==> config.mk <==
export PLATFORM = sky130hd
export DESIGN_NAME = uart_fifo_core
export DESIGN_NICKNAME = d
export VERILOG_FILES = /design/src/rtl/uart_fifo_core.sv
export SDC_FILE = /design/constraint.sdc
export NUM_CORES = 1
export LEC_CHECK = 0
export BUFFER_PORTS_ARGS = -buffer_cell sky130_fd_sc_hd__buf_4
export CAP_MARGIN = 20
export CELL_PAD_IN_SITES_DETAIL_PLACEMENT = 2
export CELL_PAD_IN_SITES_GLOBAL_PLACEMENT = 2
export CORE_UTILIZATION = 40
export CTS_BUF_LIST = sky130_fd_sc_hd__clkbuf_16
export CTS_CLUSTER_SIZE = 16
export DETAILED_ROUTE_END_ITERATION = 8
export PLACE_DENSITY = 0.85
export SLEW_MARGIN = 15
export SYNTH_ARGS = -nofsm -noshare
export SYNTH_HDL_FRONTEND = slang
export SYNTH_SLANG_ARGS = --single-unit
==> constraint.sdc <==
create_clock -name clk -period 2.5 [get_ports clk]
set_input_delay 0.25 -clock clk [delete_from_list [all_inputs] [get_ports clk]]
set_output_delay 0.25 -clock clk [all_outputs]
set_load 0.02 [all_outputs]
==> src/rtl/uart_fifo_core.sv <==
// UART with TX/RX FIFOs, programmable baud divider, 16x-oversampled receiver and
// a byte-wide Wishbone-style register slave.
module uart_fifo_core #(
  parameter int unsigned DATA_BITS  = 8,
  parameter int unsigned FIFO_DEPTH = 16,
  parameter int unsigned DIV_RESET  = 6
) (
  input  logic       clk,
  input  logic       reset,
  output logic       tx_bit,
  input  logic       rx_bit,
  input  logic [2:0] wb_addr,
  input  logic [7:0] wb_data_in,
  output logic [7:0] wb_data_out,
  input  logic       wb_we,
  input  logic       wb_stb,
  output logic       wb_ack,
  output logic       irq
);

  localparam int unsigned AW      = $clog2(FIFO_DEPTH);
  localparam logic [2:0]  LastBit = 3'(DATA_BITS - 1);
  localparam logic [AW:0] PtrOne  = {{AW{1'b0}}, 1'b1};

  typedef enum logic [2:0] {TxIdle, TxStart, TxData, TxParity, TxStop1, TxStop2} tx_state_e;
  typedef enum logic [2:0] {RxIdle, RxStart, RxData, RxParity, RxStop} rx_state_e;

  logic [DATA_BITS-1:0] tx_mem [FIFO_DEPTH];
  logic [DATA_BITS-1:0] rx_mem [FIFO_DEPTH];
  logic [AW:0]          tx_wr_q, tx_rd_q, rx_wr_q, rx_rd_q;
  logic                 tx_full, tx_empty, rx_full, rx_empty;
  logic                 tx_push, tx_pop, rx_push_ok, rx_pop, stat_rd;
  logic [DATA_BITS-1:0] tx_head, rx_head;

  logic       bus_acc, bus_wr, bus_rd;
  logic [4:0] ctrl_q;
  logic [7:0] status, rd_data;
  logic       ovr_q, ferr_q, perr_q;

  logic [15:0] div_q, baud_cnt_q;
  logic [3:0]  tick_cnt_q;
  logic        tick16, bit_tick;

  tx_state_e            tx_state_q;
  logic [DATA_BITS-1:0] tx_sh_q;
  logic [2:0]           tx_cnt_q;
  logic                 tx_par_q, tx_par_en_q, tx_two_stop_q;

  rx_state_e            rx_state_q;
  logic                 rx_s1_q, rx_s2_q, rx_s3_q, rx_fall;
  logic [3:0]           rx_samp_q;
  logic [2:0]           rx_cnt_q;
  logic [DATA_BITS-1:0] rx_sh_q, rx_push_data_q;
  logic                 rx_par_en_q, rx_par_odd_q, rx_par_bit_q, rx_done_q;
  logic                 rx_push_q, rx_ferr_q, rx_perr_q;

  // Bus decode: a new cycle is accepted only while ack is low.
  assign bus_acc = wb_stb & ~wb_ack;
  assign bus_wr  = bus_acc & wb_we;
  assign bus_rd  = bus_acc & ~wb_we;
  assign stat_rd = bus_rd & (wb_addr == 3'd5);

  assign tx_empty = (tx_wr_q == tx_rd_q);
  assign tx_full  = (tx_wr_q[AW] != tx_rd_q[AW]) && (tx_wr_q[AW-1:0] == tx_rd_q[AW-1:0]);
  assign rx_empty = (rx_wr_q == rx_rd_q);
  assign rx_full  = (rx_wr_q[AW] != rx_rd_q[AW]) && (rx_wr_q[AW-1:0] == rx_rd_q[AW-1:0]);
  assign tx_head  = tx_mem[tx_rd_q[AW-1:0]];
  assign rx_head  = rx_mem[rx_rd_q[AW-1:0]];

  assign tx_push    = bus_wr & (wb_addr == 3'd0) & ~tx_full;
  assign rx_pop     = bus_rd & (wb_addr == 3'd1) & ~rx_empty;
  assign rx_push_ok = rx_push_q & (~rx_full | rx_pop);
  assign tx_pop     = bit_tick & ~tx_empty &
                      ((tx_state_q == TxIdle) || (tx_state_q == TxStop2) ||
                       ((tx_state_q == TxStop1) && !tx_two_stop_q));

  always_ff @(posedge clk) begin
    if (tx_push)    tx_mem[tx_wr_q[AW-1:0]] <= wb_data_in[DATA_BITS-1:0];
    if (rx_push_ok) rx_mem[rx_wr_q[AW-1:0]] <= rx_push_data_q;
  end

  always_ff @(posedge clk) begin
    if (reset) begin
      tx_wr_q <= '0;
      tx_rd_q <= '0;
      rx_wr_q <= '0;
      rx_rd_q <= '0;
    end else begin
      if (tx_push)    tx_wr_q <= tx_wr_q + PtrOne;
      if (tx_pop)     tx_rd_q <= tx_rd_q + PtrOne;
      if (rx_push_ok) rx_wr_q <= rx_wr_q + PtrOne;
      if (rx_pop)     rx_rd_q <= rx_rd_q + PtrOne;
    end
  end

  assign tick16   = (baud_cnt_q == div_q);
  assign bit_tick = tick16 & (tick_cnt_q == 4'hf);

  always_ff @(posedge clk) begin
    if (reset) begin
      div_q      <= 16'(DIV_RESET);
      baud_cnt_q <= '0;
      tick_cnt_q <= '0;
    end else begin
      if (bus_wr && wb_addr == 3'd2) div_q[7:0]  <= wb_data_in;
      if (bus_wr && wb_addr == 3'd3) div_q[15:8] <= wb_data_in;
      if (bus_wr && (wb_addr == 3'd2 || wb_addr == 3'd3)) baud_cnt_q <= '0;
      else if (tick16)                                    baud_cnt_q <= '0;
      else                                                baud_cnt_q <= baud_cnt_q + 16'd1;
      if (tick16) tick_cnt_q <= tick_cnt_q + 4'd1;
    end
  end

  // Frame settings are latched at the pop so a CTRL write never alters a frame in flight.
  always_ff @(posedge clk) begin
    if (reset) begin
      tx_state_q    <= TxIdle;
      tx_bit        <= 1'b1;
      tx_sh_q       <= '0;
      tx_cnt_q      <= '0;
      tx_par_q      <= 1'b0;
      tx_par_en_q   <= 1'b0;
      tx_two_stop_q <= 1'b0;
    end else if (tx_pop) begin
      tx_state_q    <= TxStart;
      tx_bit        <= 1'b0;
      tx_sh_q       <= tx_head;
      tx_par_q      <= ^tx_head ^ ctrl_q[1];
      tx_par_en_q   <= ctrl_q[0];
      tx_two_stop_q <= ctrl_q[2];
    end else if (bit_tick) begin
      unique case (tx_state_q)
        TxStart: begin
          tx_bit     <= tx_sh_q[0];
          tx_sh_q    <= tx_sh_q >> 1;
          tx_cnt_q   <= '0;
          tx_state_q <= TxData;
        end
        TxData: begin
          if (tx_cnt_q == LastBit) begin
            tx_bit     <= tx_par_en_q ? tx_par_q : 1'b1;
            tx_state_q <= tx_par_en_q ? TxParity : TxStop1;
          end else begin
            tx_bit   <= tx_sh_q[0];
            tx_sh_q  <= tx_sh_q >> 1;
            tx_cnt_q <= tx_cnt_q + 3'd1;
          end
        end
        TxParity: begin
          tx_bit     <= 1'b1;
          tx_state_q <= TxStop1;
        end
        TxStop1: tx_state_q <= tx_two_stop_q ? TxStop2 : TxIdle;
        TxStop2: tx_state_q <= TxIdle;
        default: tx_state_q <= TxIdle;
      endcase
    end
  end

  assign rx_fall = rx_s3_q & ~rx_s2_q;

  always_ff @(posedge clk) begin
    if (reset) begin
      rx_s1_q        <= 1'b1;
      rx_s2_q        <= 1'b1;
      rx_s3_q        <= 1'b1;
      rx_state_q     <= RxIdle;
      rx_samp_q      <= '0;
      rx_cnt_q       <= '0;
      rx_sh_q        <= '0;
      rx_par_en_q    <= 1'b0;
      rx_par_odd_q   <= 1'b0;
      rx_par_bit_q   <= 1'b0;
      rx_done_q      <= 1'b0;
      rx_push_q      <= 1'b0;
      rx_push_data_q <= '0;
      rx_ferr_q      <= 1'b0;
      rx_perr_q      <= 1'b0;
    end else begin
      rx_s1_q   <= rx_bit;
      rx_s2_q   <= rx_s1_q;
      rx_s3_q   <= rx_s2_q;
      rx_push_q <= 1'b0;
      unique case (rx_state_q)
        RxIdle: begin
          rx_done_q <= 1'b0;
          if (rx_fall) begin
            rx_state_q   <= RxStart;
            rx_samp_q    <= '0;
            rx_par_en_q  <= ctrl_q[0];
            rx_par_odd_q <= ctrl_q[1];
          end
        end
        RxStart: if (tick16) begin
          if (rx_samp_q == 4'd7) begin
            rx_state_q <= rx_s2_q ? RxIdle : RxData;
            rx_samp_q  <= '0;
            rx_cnt_q   <= '0;
          end else rx_samp_q <= rx_samp_q + 4'd1;
        end
        RxData: if (tick16) begin
          if (rx_samp_q == 4'hf) begin
            rx_samp_q <= '0;
            rx_sh_q   <= {rx_s2_q, rx_sh_q[DATA_BITS-1:1]};
            rx_cnt_q  <= rx_cnt_q + 3'd1;
            if (rx_cnt_q == LastBit) rx_state_q <= rx_par_en_q ? RxParity : RxStop;
          end else rx_samp_q <= rx_samp_q + 4'd1;
        end
        RxParity: if (tick16) begin
          if (rx_samp_q == 4'hf) begin
            rx_samp_q    <= '0;
            rx_par_bit_q <= rx_s2_q;
            rx_state_q   <= RxStop;
          end else rx_samp_q <= rx_samp_q + 4'd1;
        end
        RxStop: begin
          // After the stop sample, hold here until the line is high so a break is one frame.
          if (rx_done_q) begin
            if (rx_s2_q) rx_state_q <= RxIdle;
          end else if (tick16) begin
            if (rx_samp_q == 4'hf) begin
              rx_done_q      <= 1'b1;
              rx_push_q      <= 1'b1;
              rx_push_data_q <= rx_sh_q;
              rx_ferr_q      <= ~rx_s2_q;
              rx_perr_q      <= rx_par_en_q & (rx_par_bit_q != (^rx_sh_q ^ rx_par_odd_q));
            end else rx_samp_q <= rx_samp_q + 4'd1;
          end
        end
        default: rx_state_q <= RxIdle;
      endcase
    end
  end

  assign status = {(tx_state_q != TxIdle), perr_q, ferr_q, ovr_q,
                   rx_full, rx_empty, tx_empty, tx_full};

  always_comb begin
    rd_data = 8'h00;
    unique case (wb_addr)
      3'd1:    rd_data = rx_empty ? 8'h00 : 8'(rx_head);
      3'd2:    rd_data = div_q[7:0];
      3'd3:    rd_data = div_q[15:8];
      3'd4:    rd_data = {3'b000, ctrl_q};
      3'd5:    rd_data = status;
      default: rd_data = 8'h00;
    endcase
  end

  // Sticky flags: a set in the same cycle as the clearing STATUS read wins.
  always_ff @(posedge clk) begin
    if (reset) begin
      ovr_q  <= 1'b0;
      ferr_q <= 1'b0;
      perr_q <= 1'b0;
    end else begin
      if (stat_rd) begin
        ovr_q  <= 1'b0;
        ferr_q <= 1'b0;
        perr_q <= 1'b0;
      end
      if (rx_push_q && rx_full && !rx_pop) ovr_q  <= 1'b1;
      if (rx_push_q && rx_ferr_q)          ferr_q <= 1'b1;
      if (rx_push_q && rx_perr_q)          perr_q <= 1'b1;
    end
  end

  always_ff @(posedge clk) begin
    if (reset) begin
      wb_ack      <= 1'b0;
      wb_data_out <= 8'h00;
      ctrl_q      <= '0;
      irq         <= 1'b0;
    end else begin
      wb_ack <= wb_stb;
      if (bus_acc)      wb_data_out <= wb_we ? 8'h00 : rd_data;
      else if (!wb_stb) wb_data_out <= 8'h00;
      if (bus_wr && wb_addr == 3'd4) ctrl_q <= wb_data_in[4:0];
      irq <= (ctrl_q[3] & ~rx_empty) | (ctrl_q[4] & tx_empty);
    end
  end

endmodule

# Yosys cells after proc, flatten, opt, wreduce, memory -nomap -nowiden

Memory sizes are Yosys's and may differ from the RTL's. A register that Yosys moved wholly into a read port is not among the register bits.
Index checks and enable logic that the tools add are counted.

Register bits: 128
Memory bits (writable): 256
Input port bits: 16
Output and inout bits: 11
Logic and storage cells: 238
Memories: 2

Memory list:

| memory | words | bits a word | read ports | clocked after memory_dff | write ports | line | source |
|---|---|---|---|---|---|---|---|
| rx_mem | 16    | 8           | 1          | 1                        | 1           | 29   | `logic [DATA_BITS-1:0] rx_mem [FIFO_DEPTH];` |
| tx_mem | 16    | 8           | 1          | 1                        | 1           | 28   | `logic [DATA_BITS-1:0] tx_mem [FIFO_DEPTH];` |

Add/sub/neg operators: 9
Equal/unequal tests: 46
Muxes and demuxes: 65
Bitwise logic cells: 30
Reductions and logical operators: 48

Operator list:

| operator              | number |
|---|---|
| $mux 3                | 19 |
| $mux 8                | 7 |
| $mux 4                | 12 |
| $pmux 8 s5            | 1 |
| $ne 2x2->1 const B    | 15 |
| $eq 3x3->1 const B    | 7 |
| $add 5x1->5 const B   | 4 |
| $eq 3x2->1 const B    | 6 |
| $mux 1                | 17 |
| $add 16x1->16 const B | 1 |
| $and 1x1->1           | 16 |
| $eq 16x16->1          | 1 |
| $pmux 4 s4            | 1 |
| $pmux 8 s2            | 1 |
| $reduce_xor 8->1      | 2 |
| $pmux 3 s5            | 1 |
| $reduce_bool 2->1     | 7 |
| $pmux 3 s2            | 2 |
| $pmux 3 s4            | 1 |
| $logic_and 1x1->1     | 11 |
| $eq 5x5->1            | 2 |
| $not 1->1             | 10 |
| $reduce_and 10->1     | 1 |
| $eq 3x1->1 const B    | 3 |
| other kinds (25)      | 50 |

# Longest topological paths before layout

Gate-level depths: netlist of the first run.

Depth in word-level cells: 9
Mapped depth: 11
Gate-level depth less buffers: 8

# Worst setup path after synthesis of the first run

OpenSTA, ideal clock, no wires.

Path type: register -> register
From: reg wb_ack
To: mem tx_mem[3][0] (enable)
Library setup time: 0.383 ns
Arrival time: 2.216 ns
Data required time: 2.117 ns
Path slack: -0.099 ns
Cell stages (with the launch flop): 6
Buffers on the path: 0
Period minus slack after synthesis: 2.599 ns
Cells stage by stage: dfxtp_1 and3b_1 nor2b_1 nor4b_2 nand2_1 nor3_1

Cells in the longest elaborated chain, start to end: 7

RTL lines:

| what                         | line | source |
|---|---|---|
| start: declaration           | 17   | `output logic wb_ack,` |
| start signal: assignment     | 275  | `wb_ack <= wb_stb;` |
| $not 1->1                    | 58   | `assign bus_acc = wb_stb & ~wb_ack;` |
| $and 1x1->1                  | 58   |  |
| $and 1x1->1                  | 59   | `assign bus_wr = bus_acc & wb_we;` |
| $and 1x1->1 (2 in a row)     | 70   | `assign tx_push = bus_wr & (wb_addr == 3'd0) & ~tx_full;` |
| $mux 1                       | 78   | `if (tx_push) tx_mem[tx_wr_q[AW-1:0]] <= wb_data_in[DATA_BITS-1:0];` |
| $mux 1 (implied by the code) | 78   |  |
| end: declaration             | 28   |  |

No other way between the ends.

==> results.md, run 1 <==
| Step | Quantity | Reported |
|:---|:---|:---|
| worst setup path | Kind of end point of the critical path | flip-flop |
| worst hold path | Hold WC Path Type | input pin to flip-flop |
| sta | Relative slew margins | 41.9% |
| logic synthesis | Cells taking the most area after synthesis | sky130_fd_sc_hd__edfxtp_1 48%, sky130_fd_sc_hd__dfxtp_1 17%, sky130_fd_sc_hd__mux4_2 8.9% |
| sta | Total setup violations reported at the end of the flow | 3 |
| grt | Grt ovf | 0 |
| detailed routing | Average routed wire per standard cell | 31.4 um |
| finish | Area overhead of the layout relative to synthesis | 20.3% |
| grt | Via count of the first global-routing pass | 11.6k |
| sta | Worst Skew | 0.0301 ns |
| detailed routing | Drt first pass iters | 7 |
| clock network | Clock Tree Buf Depth | 3 |
| worst setup path | Maximum single-stage delay on the critical path | 0.53 ns |
| logic synthesis | Count of flip-flops with a built-in enable after synthesis | 256 |
| worst setup path | Kind of launch point of the worst setup path | flip-flop |
| grt | First-pass GRT wire length | 81.1 mm |
| placed design | Gpl congestion | 0.795 |
| detailed routing | Via Count | 10.6k |
| detailed routing | Final WL | 56.5 mm |
| floorplan | Floorplan die width | 203 um |
| sta | Slew at the pin closest to its max-slew limit | 0.871 ns |
| logic synthesis | Synth area leader | sky130_fd_sc_hd__edfxtp_1 |
| grt | Pin count of the biggest net entering global routing | 46 |
| placed design | Number of buffer cells added on primary ports | 26 |
| sta | Part of the cycle the worst path needs | 104% |
| logic synthesis | Dominant synthesized flop cell | sky130_fd_sc_hd__edfxtp_1 |
| power | Overall Power | 14100 uW |
| floorplan | Core Box Area | 39700 sq um |
| finish | Number of fill cells | 3638 |
| logic synthesis | Count of unique library cells instantiated by Yosys | 58 |
| job | Reported max-cap violation count | 0 |
| logic synthesis | Post-synth top area share | 47.6% |
| worst setup path | Cell repeated most along the worst path | sky130_fd_sc_hd__mux4_2 |
| logic synthesis | Synth Cell Area | 16100 sq um |
| detailed routing | Iter 0 DRT Violations | 883 |
| grt | Antenna violations before repair | 1 |
| worst setup path | Startpoint-to-endpoint class of the critical path | flip-flop to flip-flop |
| logic synthesis | Number of instances in the synthesized netlist | 1117 |
| logic synthesis | Seq cells post-synth | 392 |
| placed design | Number of placed instances with taps included | 1697 |
| clock network | TritonCTS clock tree | yes |
| logic synthesis | Post-synthesis sequential area ratio | 64.5% |
| floorplan | Initial core utilization | 40.6% |
| sta | Hold_ws | 0.0374 ns |
| worst setup path | Critical path required time | 2.94 ns |
| floorplan | Number of top-level design ports | 27 |
| sta | Worst path setup slack after routing | -0.110 ns |
| floorplan | Die Ht | 203 um |
| worst setup path | Cell type group with the largest total delay on the critical path | multiplexers |
| worst setup path | Arrival @ worst endpoint | 3.05 ns |
| finish | Final standard cell count with taps included and fillers excluded | 1801 |
| sta | RSZ-0062 raised after global routing | true |
| power | Worst voltage drop across the vdd grid | 0.593 mV |
| finish | Number of nets at the end of the flow | 1273 |
| sta | Final period demand of the worst path | 2.61 ns |
| clock network | Clk Latency, worst-skew pair | 0.59 ns |
| outcome | Failing checks | negative setup slack |
| floorplan | Area enclosed by the die boundary | 41100 sq um |
| worst setup path | CP bufs+invs | 2 |
| detailed routing | Remaining number of nets flagged by the antenna check after routing | 0 |
| grt | GRT Overall Usage | 27.3% |
| logic synthesis | Yosys warnings | 0 |
| logic synthesis | Async S/R FF share, synth | 0% |
| power | Power density over cell area | 726 nW/um^2 |
| finish | Sequential standard cell area | 10400 sq um |
| worst setup path | Worst-path maximum fanout | 3 |
| finish | Area taken by multi-input logic gates | 5640 sq um |
| sta | Hold Violations, Final | 0 |
| detailed routing | Drt drc | 0 |
| placed design | Sum of net half-perimeters after detailed placement | 31.3 mm |
| worst setup path | Cell at the slowest stage of the critical path | sky130_fd_sc_hd__mux4_2 |
| detailed routing | Mean number of vias per cell | 5.87 |
| outcome | Run status | finished with violations |
| clock network | Number of buffers created by CTS | 44 |
| power | Cell leakage power | 0.00671 uW |
| sta | Max-slew violation total from the final report | 0 |
| clock network | Clock root buffer | sky130_fd_sc_hd__clkbuf_16 |
| logic synthesis | Synth Area per Inst | 14.4 sq um |
| clock network | CTS clk-pin slew, worst paths | 0.07 ns |
| finish | Ratio of cells with drive above 1 in the final layout | 27.1% |
| clock network | CTS sink cnt | 392 |
| floorplan | Row Count | 73 |
| logic synthesis | Synthesized netlist net count | 1151 |
| sta | Highest clock frequency the design can meet | 0.383 GHz |
| sta | Accumulated negative setup slack | -0.173 ns |
| clock network | Count of H-tree levels built during CTS | 2 |
| worst setup path | Chain of cells forming the critical path | buf_8 > buf_6 > mux4_2 > mux4_2 > xnor2_2 > xnor3_1 > xnor2_1 > mux2i_1 > nor2_1 |
==> cells in the mapped netlist, types with 2 or more instances <==
library cell / instances
sky130_fd_sc_hd__a211o_1: 4
sky130_fd_sc_hd__a211oi_1: 4
sky130_fd_sc_hd__a21oi_1: 38
sky130_fd_sc_hd__a222oi_1: 2
sky130_fd_sc_hd__a22oi_1: 21
sky130_fd_sc_hd__a31oi_1: 2
sky130_fd_sc_hd__and2_1: 3
sky130_fd_sc_hd__and3_1: 8
sky130_fd_sc_hd__buf_1: 6
sky130_fd_sc_hd__buf_2: 11
sky130_fd_sc_hd__buf_6: 3
sky130_fd_sc_hd__clkbuf_1: 31
sky130_fd_sc_hd__clkbuf_8: 3
sky130_fd_sc_hd__dfxtp_1: 136
sky130_fd_sc_hd__edfxtp_1: 256
sky130_fd_sc_hd__ha_1: 18
sky130_fd_sc_hd__inv_1: 13
sky130_fd_sc_hd__mux2_2: 6
sky130_fd_sc_hd__mux2i_1: 57
sky130_fd_sc_hd__mux4_1: 8
sky130_fd_sc_hd__mux4_2: 64
sky130_fd_sc_hd__nand2_1: 61
sky130_fd_sc_hd__nand2b_1: 11
sky130_fd_sc_hd__nand3_1: 17
sky130_fd_sc_hd__nand3b_1: 3
sky130_fd_sc_hd__nand4_1: 19
sky130_fd_sc_hd__nor2_1: 145
sky130_fd_sc_hd__nor2b_1: 14
sky130_fd_sc_hd__nor3_1: 19
sky130_fd_sc_hd__nor3b_1: 7
sky130_fd_sc_hd__nor4_2: 2
sky130_fd_sc_hd__o21ai_0: 13
sky130_fd_sc_hd__o221ai_1: 4
sky130_fd_sc_hd__o22a_1: 2
sky130_fd_sc_hd__o22ai_1: 2
sky130_fd_sc_hd__or2_2: 5
sky130_fd_sc_hd__or3_1: 5
sky130_fd_sc_hd__or3b_2: 3
sky130_fd_sc_hd__xnor2_1: 43
sky130_fd_sc_hd__xor2_1: 30
==> sequential cells by signal, summed over array words and instances, names as in the netlist, 8 cells and up, named ones only <==
| name | flops |
|---|---|
| baud_cnt_q | 16 |
| tx_sh_q | 8 |
| tx_mem | 128 |
| rx_push_data_q | 8 |
| rx_mem | 128 |
| div_q | 16 |
| rx_sh_q | 8 |
| wb_data_out | 8 |
==> worst paths after layout <==
path,slack (ns),start,cells past startpoint,to
max reg2reg,-0.11,flip-flop,9,tx_par_q
min reg2reg,0.42,rx_s1_q,1,rx_s2_q
max,-0.11,flip-flop,9,tx_par_q
min,0.04,wb_data_in[6],1,tx_mem[3][6]
==> worst reg2reg max path, delay by kind of cell, from the launching register on <==
family	cells	cell delay, ns
muxes	3	1.18
xor gates and xnor gates	3	0.60
DFF	1	0.38
buffers and inverters	2	0.26
and+or+nand+nor	1	0.07
==> metrics by stage <==
step	utilization, %	worst slack [ns]	area (sq um)
after floorplan	-	-0.0424	16200
after global placement	44.0	-0.0238	17500
after detailed placement	44.0	-0.152	17500
after CTS	48.1	-0.137	19100
after global routing	48.9	-0.188	19400
final	48.9	-0.110	19400
==> final cells by class <==
cell class | instances | share of cell area [%]
Antenna cell | 1 | 0.0129
Clock buffer | 47 | 6.06
Clock inverter | 35 | 1.61
Inverter | 13 | 0.251
Multi-Input combinational cell | 656 | 29.0
Sequential cell | 392 | 53.8
Tap cell | 525 | 3.38
Timing Repair Buffer | 132 | 5.85
==> routing by layer <==
metal / vias up / wire [um] / GRT usage [%]
li1: 4434 / - / -
met1: 5585 / 22400 / 32.9
met2: 404 / 29300 / 48.4
met3: 156 / 2490 / 3.95
met4: 0 / 2320 / 11.6
met5: - / 0 / 0
==> kinds of logic after synthesis <==
| logic type | synth area share (%) |
|---|---|
| AO/OA/AOI/OAI | 4.04 |
| XOR/XNOR | 4.20 |
| adder cells (fa/ha/maj) | 1.40 |
| buffers and inverters | 2.14 |
| flip-flops | 64.5 |
| multiplexers | 14.2 |
| AND/OR/NAND/NOR | 9.51 |
==> repair_timing <==
| action | 4_1_cts | 5_1_grt |
|---|---|---|
| pin swaps | 3 | 15 |
| endpoints found under the setup margin | 122 | 270 |
| endpoints found under the hold margin | 2 | 0 |
| hold buffers | 2 | 0 |
| cloned | 1 | 0 |
| gates resized for setup | 18 | 58 |
| setup buffers | 10 | 8 |
==> where the power goes <==
group / leakage (uW) / internal, uW / switching, uW
combinational: 0.00251 / 130 / 262
clock: 0.000751 / 3930 / 2890
sequential: 0.00344 / 6860 / 23.4
total: 0.00671 / 10900 / 3180
==> layout by cell type, fill, tap and decap left out, types with 4 or more instances in the layout <==
cell and instances:
sky130_fd_sc_hd__a211o_1 4, sky130_fd_sc_hd__a211oi_1 4, sky130_fd_sc_hd__a21oi_1 36, sky130_fd_sc_hd__a22oi_1 16, sky130_fd_sc_hd__a22oi_2 5, sky130_fd_sc_hd__and3_1 8, sky130_fd_sc_hd__buf_12 8, sky130_fd_sc_hd__buf_4 117
sky130_fd_sc_hd__bufinv_16 5, sky130_fd_sc_hd__clkbuf_16 47, sky130_fd_sc_hd__clkinv_1 10, sky130_fd_sc_hd__clkinv_2 8, sky130_fd_sc_hd__dfxtp_1 115, sky130_fd_sc_hd__dfxtp_2 17, sky130_fd_sc_hd__dfxtp_4 4, sky130_fd_sc_hd__edfxtp_1 256
sky130_fd_sc_hd__ha_1 18, sky130_fd_sc_hd__inv_1 19, sky130_fd_sc_hd__mux2_2 6, sky130_fd_sc_hd__mux2i_1 56, sky130_fd_sc_hd__mux4_1 5, sky130_fd_sc_hd__mux4_2 67, sky130_fd_sc_hd__nand2_1 60, sky130_fd_sc_hd__nand2b_1 11
sky130_fd_sc_hd__nand3_1 14, sky130_fd_sc_hd__nand4_1 19, sky130_fd_sc_hd__nor2_1 138, sky130_fd_sc_hd__nor2_2 7, sky130_fd_sc_hd__nor2b_1 13, sky130_fd_sc_hd__nor3_1 12, sky130_fd_sc_hd__nor3_2 6, sky130_fd_sc_hd__nor3b_1 6
sky130_fd_sc_hd__o21ai_0 13, sky130_fd_sc_hd__o221ai_1 4, sky130_fd_sc_hd__or2_2 5, sky130_fd_sc_hd__or3_1 5, sky130_fd_sc_hd__xnor2_1 35, sky130_fd_sc_hd__xnor2_2 8, sky130_fd_sc_hd__xor2_1 27
Power figures use the tool's default switching activity.
==> run 2, diff against run 1 <==
--- a/config.mk
+++ b/config.mk
@@ -13,8 +13,8 @@
 export CTS_BUF_LIST = sky130_fd_sc_hd__clkbuf_16
 export CTS_CLUSTER_SIZE = 16
 export DETAILED_ROUTE_END_ITERATION = 8
-export PLACE_DENSITY = 0.85
-export SLEW_MARGIN = 15
+export PLACE_DENSITY = 0.82
+export SLEW_MARGIN = 20
 export SYNTH_ARGS = -nofsm -noshare
 export SYNTH_HDL_FRONTEND = slang
 export SYNTH_SLANG_ARGS = --single-unit
==> constraint.sdc (replaced) <==
create_clock -name clk -period 3.3 [get_ports clk]
set_input_delay 0.33 -clock clk [delete_from_list [all_inputs] [get_ports clk]]
set_output_delay 0.33 -clock clk [all_outputs]
set_load 0.02 [all_outputs]
==> run 2 against run 1 <==
  * Critical path depth rose by 1
  * Critical path type unchanged
  * Sequential cell count unchanged
  * Maximum frequency shrank 13%
  * Global-route usage fell by 3.9 points
  * Core utilization fell by 2.6 points
  * Register-to-register slack better by 0.39 ns
  * Via count down 7.9%
  * The flow now finishes without violations
==> results.md, run 2 (same netlist as run 1, synthesis figures left out) <==
| Step | Quantity | Reported | vs previous |
|:---|:---|:---|:---|
| floorplan | Area enclosed by the die boundary | 41100 sq um | unchanged |
| clock network | Clock Tree Buf Depth | 3 | unchanged |
| detailed routing | Met1 routed wirelength after detailed routing | 19.5 mm | was 22.4 mm |
| sta | Part of the cycle the worst path needs | 91.4% | was 104% |
| placed design | Number of buffer cells added on primary ports | 26 | unchanged |
| detailed routing | Mean number of vias per cell | 5.63 | was 5.87 |
| clock network | CTS sink cnt | 392 | unchanged |
| detailed routing | Iter 0 DRT Violations | 675 | was 883 |
| floorplan | Initial core utilization | 40.6% | unchanged |
| sta | Accumulated negative setup slack | 0 ns | was -0.173 ns |
| worst setup path | Cell at the slowest stage of the critical path | sky130_fd_sc_hd__dfxtp_1 | was sky130_fd_sc_hd__mux4_2 |
| sta | Hold_ws | 0.0974 ns | was 0.0374 ns |
| grt | Via count of the first global-routing pass | 10.8k | was 11.6k |
| detailed routing | Average routed wire per standard cell | 27.0 um | was 31.4 um |
| placed design | Sum of net half-perimeters after detailed placement | 30.0 mm | was 31.3 mm |
| sta | RSZ-0062 raised after global routing | false | was true |
| worst hold path | Hold WC Path Type | input pin to flip-flop | unchanged |
| detailed routing | Drt drc | 0 | unchanged |
| grt | Pin count of the biggest net entering global routing | 74 | was 46 |
| power | Power density over cell area | 552 nW/um^2 | was 726 nW/um^2 |
| power | Cell leakage power | 0.00621 uW | was 0.00671 uW |
| worst setup path | Kind of launch point of the worst setup path | flip-flop | unchanged |
| clock network | Total setup buffers inserted after CTS | 0 | was 10 |
| worst setup path | Startpoint-to-endpoint class of the critical path | flip-flop to flip-flop | unchanged |
| power | Worst voltage drop across the vdd grid | 0.609 mV | was 0.593 mV |
| finish | Util after Layout | 46.3% | was 48.9% |
| detailed routing | Final WL | 46.6 mm | was 56.5 mm |
| floorplan | Row Count | 73 | unchanged |
| floorplan | Number of top-level design ports | 27 | unchanged |
| detailed routing | Via Count | 9746 | was 10.6k |
| worst setup path | Chain of cells forming the critical path | xnor2_1 > nand4_1 > nor4_2 > buf_4 > nand4_1 > nor4_4 > buf_4 > nand4_1 > xor2_1 > nor2_1 | was buf_8 > buf_6 > mux4_2 > mux4_2 > xnor2_2 > xnor3_1 > xnor2_1 > mux2i_1 > nor2_1 |
| finish | Most common cell after layout, fill and taps aside | sky130_fd_sc_hd__edfxtp_1 | unchanged |
| finish | Area overhead of the layout relative to synthesis | 14.0% | was 20.3% |
| detailed routing | Remaining number of nets flagged by the antenna check after routing | 0 | unchanged |
| sta | Total setup violations reported at the end of the flow | 0 | was 3 |
| grt | First-pass GRT wire length | 71.0 mm | was 81.1 mm |
| finish | Ant diodes | 0 | was 1 |
| clock network | Count of H-tree levels built during CTS | 2 | unchanged |
| job | Reported max-cap violation count | 0 | unchanged |
| detailed routing | Highest routing layer actually used | met4 | unchanged |
| sta | Final period demand of the worst path | 3.02 ns | was 2.61 ns |
| grt | Grt ovf | 0 | unchanged |
| finish | Top library cells by usage in the layout, fill and taps aside | 256 x sky130_fd_sc_hd__edfxtp_1, 145 x sky130_fd_sc_hd__nor2_1, 134 x sky130_fd_sc_hd__dfxtp_1, 64 x sky130_fd_sc_hd__mux4_2, 61 x sky130_fd_sc_hd__nand2_1 | was 256 x sky130_fd_sc_hd__edfxtp_1, 138 x sky130_fd_sc_hd__nor2_1, 117 x sky130_fd_sc_hd__buf_4, 115 x sky130_fd_sc_hd__dfxtp_1, 67 x sky130_fd_sc_hd__mux4_2 |
| detailed routing | Drt first pass iters | 5 | was 7 |
| sta | Relative slew margins | 29.9% | was 41.9% |
| outcome | Run status | completed | was finished with violations |
| floorplan | Floorplan die width | 203 um | unchanged |
| sta | Slew at the pin closest to its max-slew limit | 1.05 ns | was 0.871 ns |
| clock network | Clock root buffer | sky130_fd_sc_hd__clkbuf_16 | unchanged |
| sta | Hold Violations, Final | 0 | unchanged |
| sta | Max-slew violation total from the final report | 0 | unchanged |
| detailed routing | Met2 WL | 23.9 mm | was 29.3 mm |
| worst setup path | Cell repeated most along the worst path | sky130_fd_sc_hd__nand4_1 | was sky130_fd_sc_hd__mux4_2 |
| sta | Worst path setup slack after routing | 0.284 ns | was -0.110 ns |
| worst setup path | Worst-path maximum fanout | 22 | was 3 |
| finish | Ratio of cells with drive above 1 in the final layout | 17.3% | was 27.1% |
| clock network | Clk Latency, worst-skew pair | 0.59 ns | about the same |
| sta | Worst Skew | 0.0267 ns | was 0.0301 ns |
| detailed routing | Routed wl met3 | 2.02 mm | was 2.49 mm |
| sta | Highest clock frequency the design can meet | 0.332 GHz | was 0.383 GHz |
| floorplan | Die Ht | 203 um | unchanged |
| placed design | Gpl congestion | 0.785 | was 0.795 |
| clock network | CTS clk-pin slew, worst paths | 0.06 ns | was 0.07 ns |
| worst setup path | Arrival @ worst endpoint | 3.48 ns | was 3.05 ns |
| floorplan | Core Box Area | 39700 sq um | unchanged |
| clock network | TritonCTS clock tree | yes | unchanged |
| clock network | Number of buffers created by CTS | 43 | was 44 |
| placed design | Pre-CTS setup slack | 0.454 ns | was -0.152 ns |
| worst setup path | Maximum single-stage delay on the critical path | 0.47 ns | was 0.53 ns |
| grt | Antenna violations before repair | 0 | was 1 |
| worst setup path | Kind of end point of the critical path | flip-flop | unchanged |
| finish | Number of fill cells | 3729 | was 3638 |
| grt | GRT Overall Usage | 23.4% | was 27.3% |
| power | Overall Power | 10200 uW | was 14100 uW |
| worst setup path | Critical path required time | 3.76 ns | was 2.94 ns |
| finish | Number of nets at the end of the flow | 1204 | was 1273 |
## run 2: cell types whose count changed in the layout (fill, tap and decap cells not counted), moves of 5 or more
cell	previous run	this run
sky130_fd_sc_hd__a22oi_1	16	21
sky130_fd_sc_hd__a22oi_2	5	0
sky130_fd_sc_hd__buf_12	8	3
sky130_fd_sc_hd__buf_4	117	59
sky130_fd_sc_hd__dfxtp_1	115	134
sky130_fd_sc_hd__dfxtp_2	17	2
sky130_fd_sc_hd__nor2_1	138	145
sky130_fd_sc_hd__nor2_2	7	0
sky130_fd_sc_hd__nor3_1	12	19
sky130_fd_sc_hd__nor3_2	6	0
sky130_fd_sc_hd__xnor2_1	35	43
sky130_fd_sc_hd__xnor2_2	8	1
## run 2: critical path: cells and delay by family, from the launching register on
kind | cells | cell delay, ns
xor+xnor | 2 | 0.41
buf+inv | 2 | 0.62
simple gates | 6 | 1.39
flops | 1 | 0.47
## run 2: layout make-up
| cell class | count | area (sq um) | area share, % |
|---|---|---|---|
| tap | 525 | 657 | 3.57 |
| multi-input combinational | 656 | 5390 | 29.3 |
| timing repair buffer | 64 | 523 | 2.84 |
| inverter | 13 | 48.8 | 0.265 |
| sequential | 392 | 10400 | 56.6 |
| clock buffer | 43 | 1080 | 5.85 |
| clock inverter | 37 | 287 | 1.56 |
## run 2: where the power goes
group / total, uW / internal (uW) / switching (uW)
sequential: 5230 / 5200 / 29.0
clock: 4700 / 2630 / 2070
combinational: 223 / 73.6 / 149
## run 2: timing repair
action | 4_1_cts | 5_1_grt
hold buffers | 2 | 0
resized for setup | 0 | 0
endpoints found under the hold margin | 2 | 0
## run 2: path summary, 6_finish.rpt
check	slack, ns	from	depth (start not counted)	end
max	0.28	baud_cnt_q[11]	10	flip-flop
min	0.1	wb_data_in[6]	1	tx_mem[12][6]
max reg2reg	0.28	baud_cnt_q[11]	10	flip-flop
min reg2reg	0.42	rx_s1_q	1	rx_s2_q
## run 2: through the flow
step,cells,cell area [sq um]
finish,1730,18400
global route,1730,18400
CTS,1730,18400
detailed placement,1648,17000
global placement,1648,17000
floorplan,1117,16100
## run 2: per-layer routing
metal	vias to the layer above	global-route usage [%]
met4	0	7.38
met5	-	0
met2	235	40.7
met1	5139	29.5
li1	4292	-
met3	80	4.21
==> run 3, diff against run 2 <==
--- a/config.mk
+++ b/config.mk
@@ -13,7 +13,10 @@
 export CTS_BUF_LIST = sky130_fd_sc_hd__clkbuf_16
 export CTS_CLUSTER_SIZE = 16
 export DETAILED_ROUTE_END_ITERATION = 8
+export GPL_TIMING_DRIVEN = 0
+export MAX_ROUTING_LAYER = met4
 export PLACE_DENSITY = 0.82
+export RECOVER_POWER = 100
 export SLEW_MARGIN = 20
 export SYNTH_ARGS = -nofsm -noshare
 export SYNTH_HDL_FRONTEND = slang
==> run 3 against run 2 <==
  * Die area unchanged
  * Sequential cell count unchanged
  * Largest power group unchanged
  * Final cell count up 1.1%
  * Via count is 1.9% higher
  * Routed wire length rose by 3.0%
  * Sequential share of layout area down 0.11 points
  * Worst setup slack got worse by 0.20 ns
==> results.md, run 3 (same netlist as run 1, synthesis figures left out) <==
| Step | Quantity | Reported | vs previous |
|:---|:---|:---|:---|
| sta | RSZ-0062 raised after global routing | false | unchanged |
| clock network | Clock root buffer | sky130_fd_sc_hd__clkbuf_16 | unchanged |
| sta | Hold_ws | 0.226 ns | was 0.0974 ns |
| finish | Ratio of cells with drive above 1 in the final layout | 15.8% | was 17.3% |
| power | Worst voltage drop across the vdd grid | 0.319 mV | was 0.609 mV |
| detailed routing | Via Count | 9933 | was 9746 |
| clock network | Count of H-tree levels built during CTS | 2 | unchanged |
| grt | Grt ovf | 0 | unchanged |
| worst setup path | Cell repeated most along the worst path | sky130_fd_sc_hd__nand4_1 | unchanged |
| sta | Slew at the pin closest to its max-slew limit | 1.10 ns | was 1.05 ns |
| sta | Part of the cycle the worst path needs | 97.4% | was 91.4% |
| clock network | TritonCTS clock tree | yes | unchanged |
| clock network | Clk Latency, worst-skew pair | 0.60 ns | was 0.59 ns |
| floorplan | Number of top-level design ports | 27 | unchanged |
| worst hold path | Number of stages on the worst hold path | 5 | was 1 |
| placed design | Number of buffer cells added on primary ports | 24 | was 26 |
| sta | Final period demand of the worst path | 3.21 ns | was 3.02 ns |
| grt | Via count of the first global-routing pass | 11.0k | was 10.8k |
| sta | Total setup violations reported at the end of the flow | 0 | unchanged |
| finish | Top library cells by usage in the layout, fill and taps aside | 256 x sky130_fd_sc_hd__edfxtp_1, 136 x sky130_fd_sc_hd__dfxtp_1, 132 x sky130_fd_sc_hd__nor2_1, 64 x sky130_fd_sc_hd__mux4_2, 61 x sky130_fd_sc_hd__nand2_1 | was 256 x sky130_fd_sc_hd__edfxtp_1, 145 x sky130_fd_sc_hd__nor2_1, 134 x sky130_fd_sc_hd__dfxtp_1, 64 x sky130_fd_sc_hd__mux4_2, 61 x sky130_fd_sc_hd__nand2_1 |
| floorplan | Die Ht | 203 um | unchanged |
| detailed routing | Mean number of vias per cell | 5.68 | was 5.63 |
| worst hold path | Hold path start | wb_we | was wb_data_in[6] |
| floorplan | Initial core utilization | 40.6% | unchanged |
| clock network | CTS clk-pin slew, worst paths | 0.06 ns | about the same |
| worst setup path | Reg2Reg Launch Point | baud_cnt_q[0] | was baud_cnt_q[11] |
| worst setup path | Startpoint-to-endpoint class of the critical path | flip-flop to flip-flop | unchanged |
| worst setup path | Cell count of the worst reg-to-reg path | 9 | was 10 |
| worst hold path | Hold WC Path Type | input pin to flip-flop | unchanged |
| worst setup path | Critical path required time | 3.74 ns | was 3.76 ns |
| finish | Number of nets at the end of the flow | 1223 | was 1204 |
| placed design | Gpl congestion | 0.797 | was 0.785 |
| detailed routing | Drt first pass iters | 6 | was 5 |
| sta | Hold Violations, Final | 0 | unchanged |
| detailed routing | Average routed wire per standard cell | 27.5 um | was 27.0 um |
| clock network | Number of buffers created by CTS | 43 | unchanged |
| finish | Number of fill cells | 3766 | was 3729 |
| power | Power density over cell area | 557 nW/um^2 | was 552 nW/um^2 |
| floorplan | Area enclosed by the die boundary | 41100 sq um | unchanged |
| detailed routing | Drt drc | 0 | unchanged |
| clock network | Clock Tree Buf Depth | 3 | unchanged |
| floorplan | Floorplan die width | 203 um | unchanged |
| worst setup path | Worst R2R Setup Slack | 0.09 ns | was 0.28 ns |
| worst setup path | Kind of launch point of the worst setup path | flip-flop | unchanged |
| detailed routing | Iter 0 DRT Violations | 694 | was 675 |
| power | Cell leakage power | 0.00611 uW | was 0.00621 uW |
| worst hold path | Worst hold path endpoint | ovr_q | was tx_mem[12][6] |
| grt | First-pass GRT wire length | 71.7 mm | was 71.0 mm |
| floorplan | Row Count | 73 | unchanged |
| floorplan | Core Box Area | 39700 sq um | unchanged |
| grt | Pin count of the biggest net entering global routing | 20 | was 74 |
| clock network | Total setup buffers inserted after CTS | 0 | unchanged |
| worst setup path | Worst-path maximum fanout | 10 | was 22 |
| sta | Max-slew violation total from the final report | 0 | unchanged |
| sta | Accumulated negative setup slack | 0 ns | unchanged |
| grt | Antenna violations before repair | 0 | unchanged |
| detailed routing | Final WL | 48.0 mm | was 46.6 mm |
| worst setup path | Arrival @ worst endpoint | 3.65 ns | was 3.48 ns |
| finish | Most common cell after layout, fill and taps aside | sky130_fd_sc_hd__edfxtp_1 | unchanged |
| sta | Worst Skew | 0.0349 ns | was 0.0267 ns |
| detailed routing | Remaining number of nets flagged by the antenna check after routing | 0 | unchanged |
| worst setup path | Endpoint of the worst register-to-register path | tx_rd_q[3] |  |
| job | Reported max-cap violation count | 0 | unchanged |
| outcome | Run status | completed | unchanged |
| finish | Area overhead of the layout relative to synthesis | 14.2% | was 14.0% |
| clock network | CTS sink cnt | 392 | unchanged |
| worst setup path | Kind of end point of the critical path | flip-flop | unchanged |
| placed design | Sum of net half-perimeters after detailed placement | 31.9 mm | was 30.0 mm |
| worst setup path | Cell at the slowest stage of the critical path | sky130_fd_sc_hd__nor4_4 | was sky130_fd_sc_hd__dfxtp_1 |
| worst setup path | Maximum single-stage delay on the critical path | 0.56 ns | was 0.47 ns |
| worst setup path | Chain of cells forming the critical path | xnor2_1 > nand4_1 > nor4_4 > nand4_1 > nor4_4 > buf_4 > nand4_1 > xor2_1 > nor2_1 | was xnor2_1 > nand4_1 > nor4_2 > buf_4 > nand4_1 > nor4_4 > buf_4 > nand4_1 > xor2_1 > nor2_1 |
| grt | GRT Overall Usage | 24.4% | was 23.4% |
| sta | Highest clock frequency the design can meet | 0.311 GHz | was 0.332 GHz |
| sta | Relative slew margins | 26.9% | was 29.9% |
==> run 3: cell types whose count changed in the layout (fill, tap and decap cells not counted), sizes merged <==
cell	change
clkbuf	+62
buf	-43
clkinv	-3
clkinvlp	+2
bufinv	+1
diode	+1
inv	-1
==> run 3: per-layer routing <==
metal	part of all wire, %	vias up	global-route usage, %
li1	-	4340	-
met1	41	5215	29.4
met2	51	278	41.9
met3	4.5	100	3.80
met4	3.0	0	8.35
met5	0	-	-
==> run 3: worst max-delay path: cells and delay by family (launching register included) <==
family | cells | cell delay (ns)
XOR/XNOR | 2 | 0.37
AND/OR/NAND/NOR | 6 | 1.92
buffers and inverters | 1 | 0.28
flip-flops | 1 | 0.48
==> run 3: power breakdown <==
part | total (uW) | internal, uW | switching [uW] | leakage, uW
clock | 4790 | 2710 | 2080 | 0.000707
sequential | 5230 | 5210 | 20.7 | 0.00343
combinational | 244 | 68.2 | 176 | 0.00197
total | 10300 | 7980 | 2280 | 0.00611
==> run 3: repair_timing <==
| action | CTS | global route |
|---|---|---|
| gates resized for setup | 20 | 1 |
| cloned | 0 | 0 |
| endpoints found under the setup margin | 178 | 97 |
| hold endpoints to repair | 2 | 0 |
| hold buffers | 2 | 0 |
==> run 3: worst max path at each step <==
stage                              from      endpoint  cells past startpoint
after floorplan              wb_addr[1]  rx_mem[3][0]                      6
after CTS                        wb_ack  tx_mem[1][0]                      5
after global routing         rx_wr_q[2]  rx_mem[3][7]                      6
final                     baud_cnt_q[0]    tx_rd_q[3]                      9
after detailed placement     wb_addr[1]  rx_mem[7][0]                      7
after global placement       wb_addr[1]  rx_mem[1][5]                      7
==> run 3: metrics by stage <==
step	power, uW	instances	area (sq um)	setup WS (ns)	util (%)
2_1_floorplan	5460	1117	16100	0.636	-
3_3_place_gp	5560	1666	17000	-0.571	42.7
3_5_place_dp	5570	1668	17000	-0.457	42.9
4_1_cts	10300	1749	18500	-0.0330	46.6
5_1_grt	10500	1748	18400	0.0285	46.4
6_report	10300	1749	18400	0.0854	46.4
==> run 3: cell type report <==
| cell class | count | area (sq um) | area share [%] |
|---|---|---|---|
| Timing Repair Buffer | 28 | 134 | 0.727 |
| Sequential cell | 392 | 10400 | 56.5 |
| Clock inverter | 36 | 313 | 1.70 |
| Antenna cell | 1 | 2.50 | 0.0136 |
| Multi-Input combinational cell | 656 | 5490 | 29.8 |
| Buffer | 55 | 292 | 1.58 |
| Clock buffer | 43 | 1080 | 5.84 |
| Inverter | 13 | 48.8 | 0.265 |
| Tap cell | 525 | 657 | 3.57 |
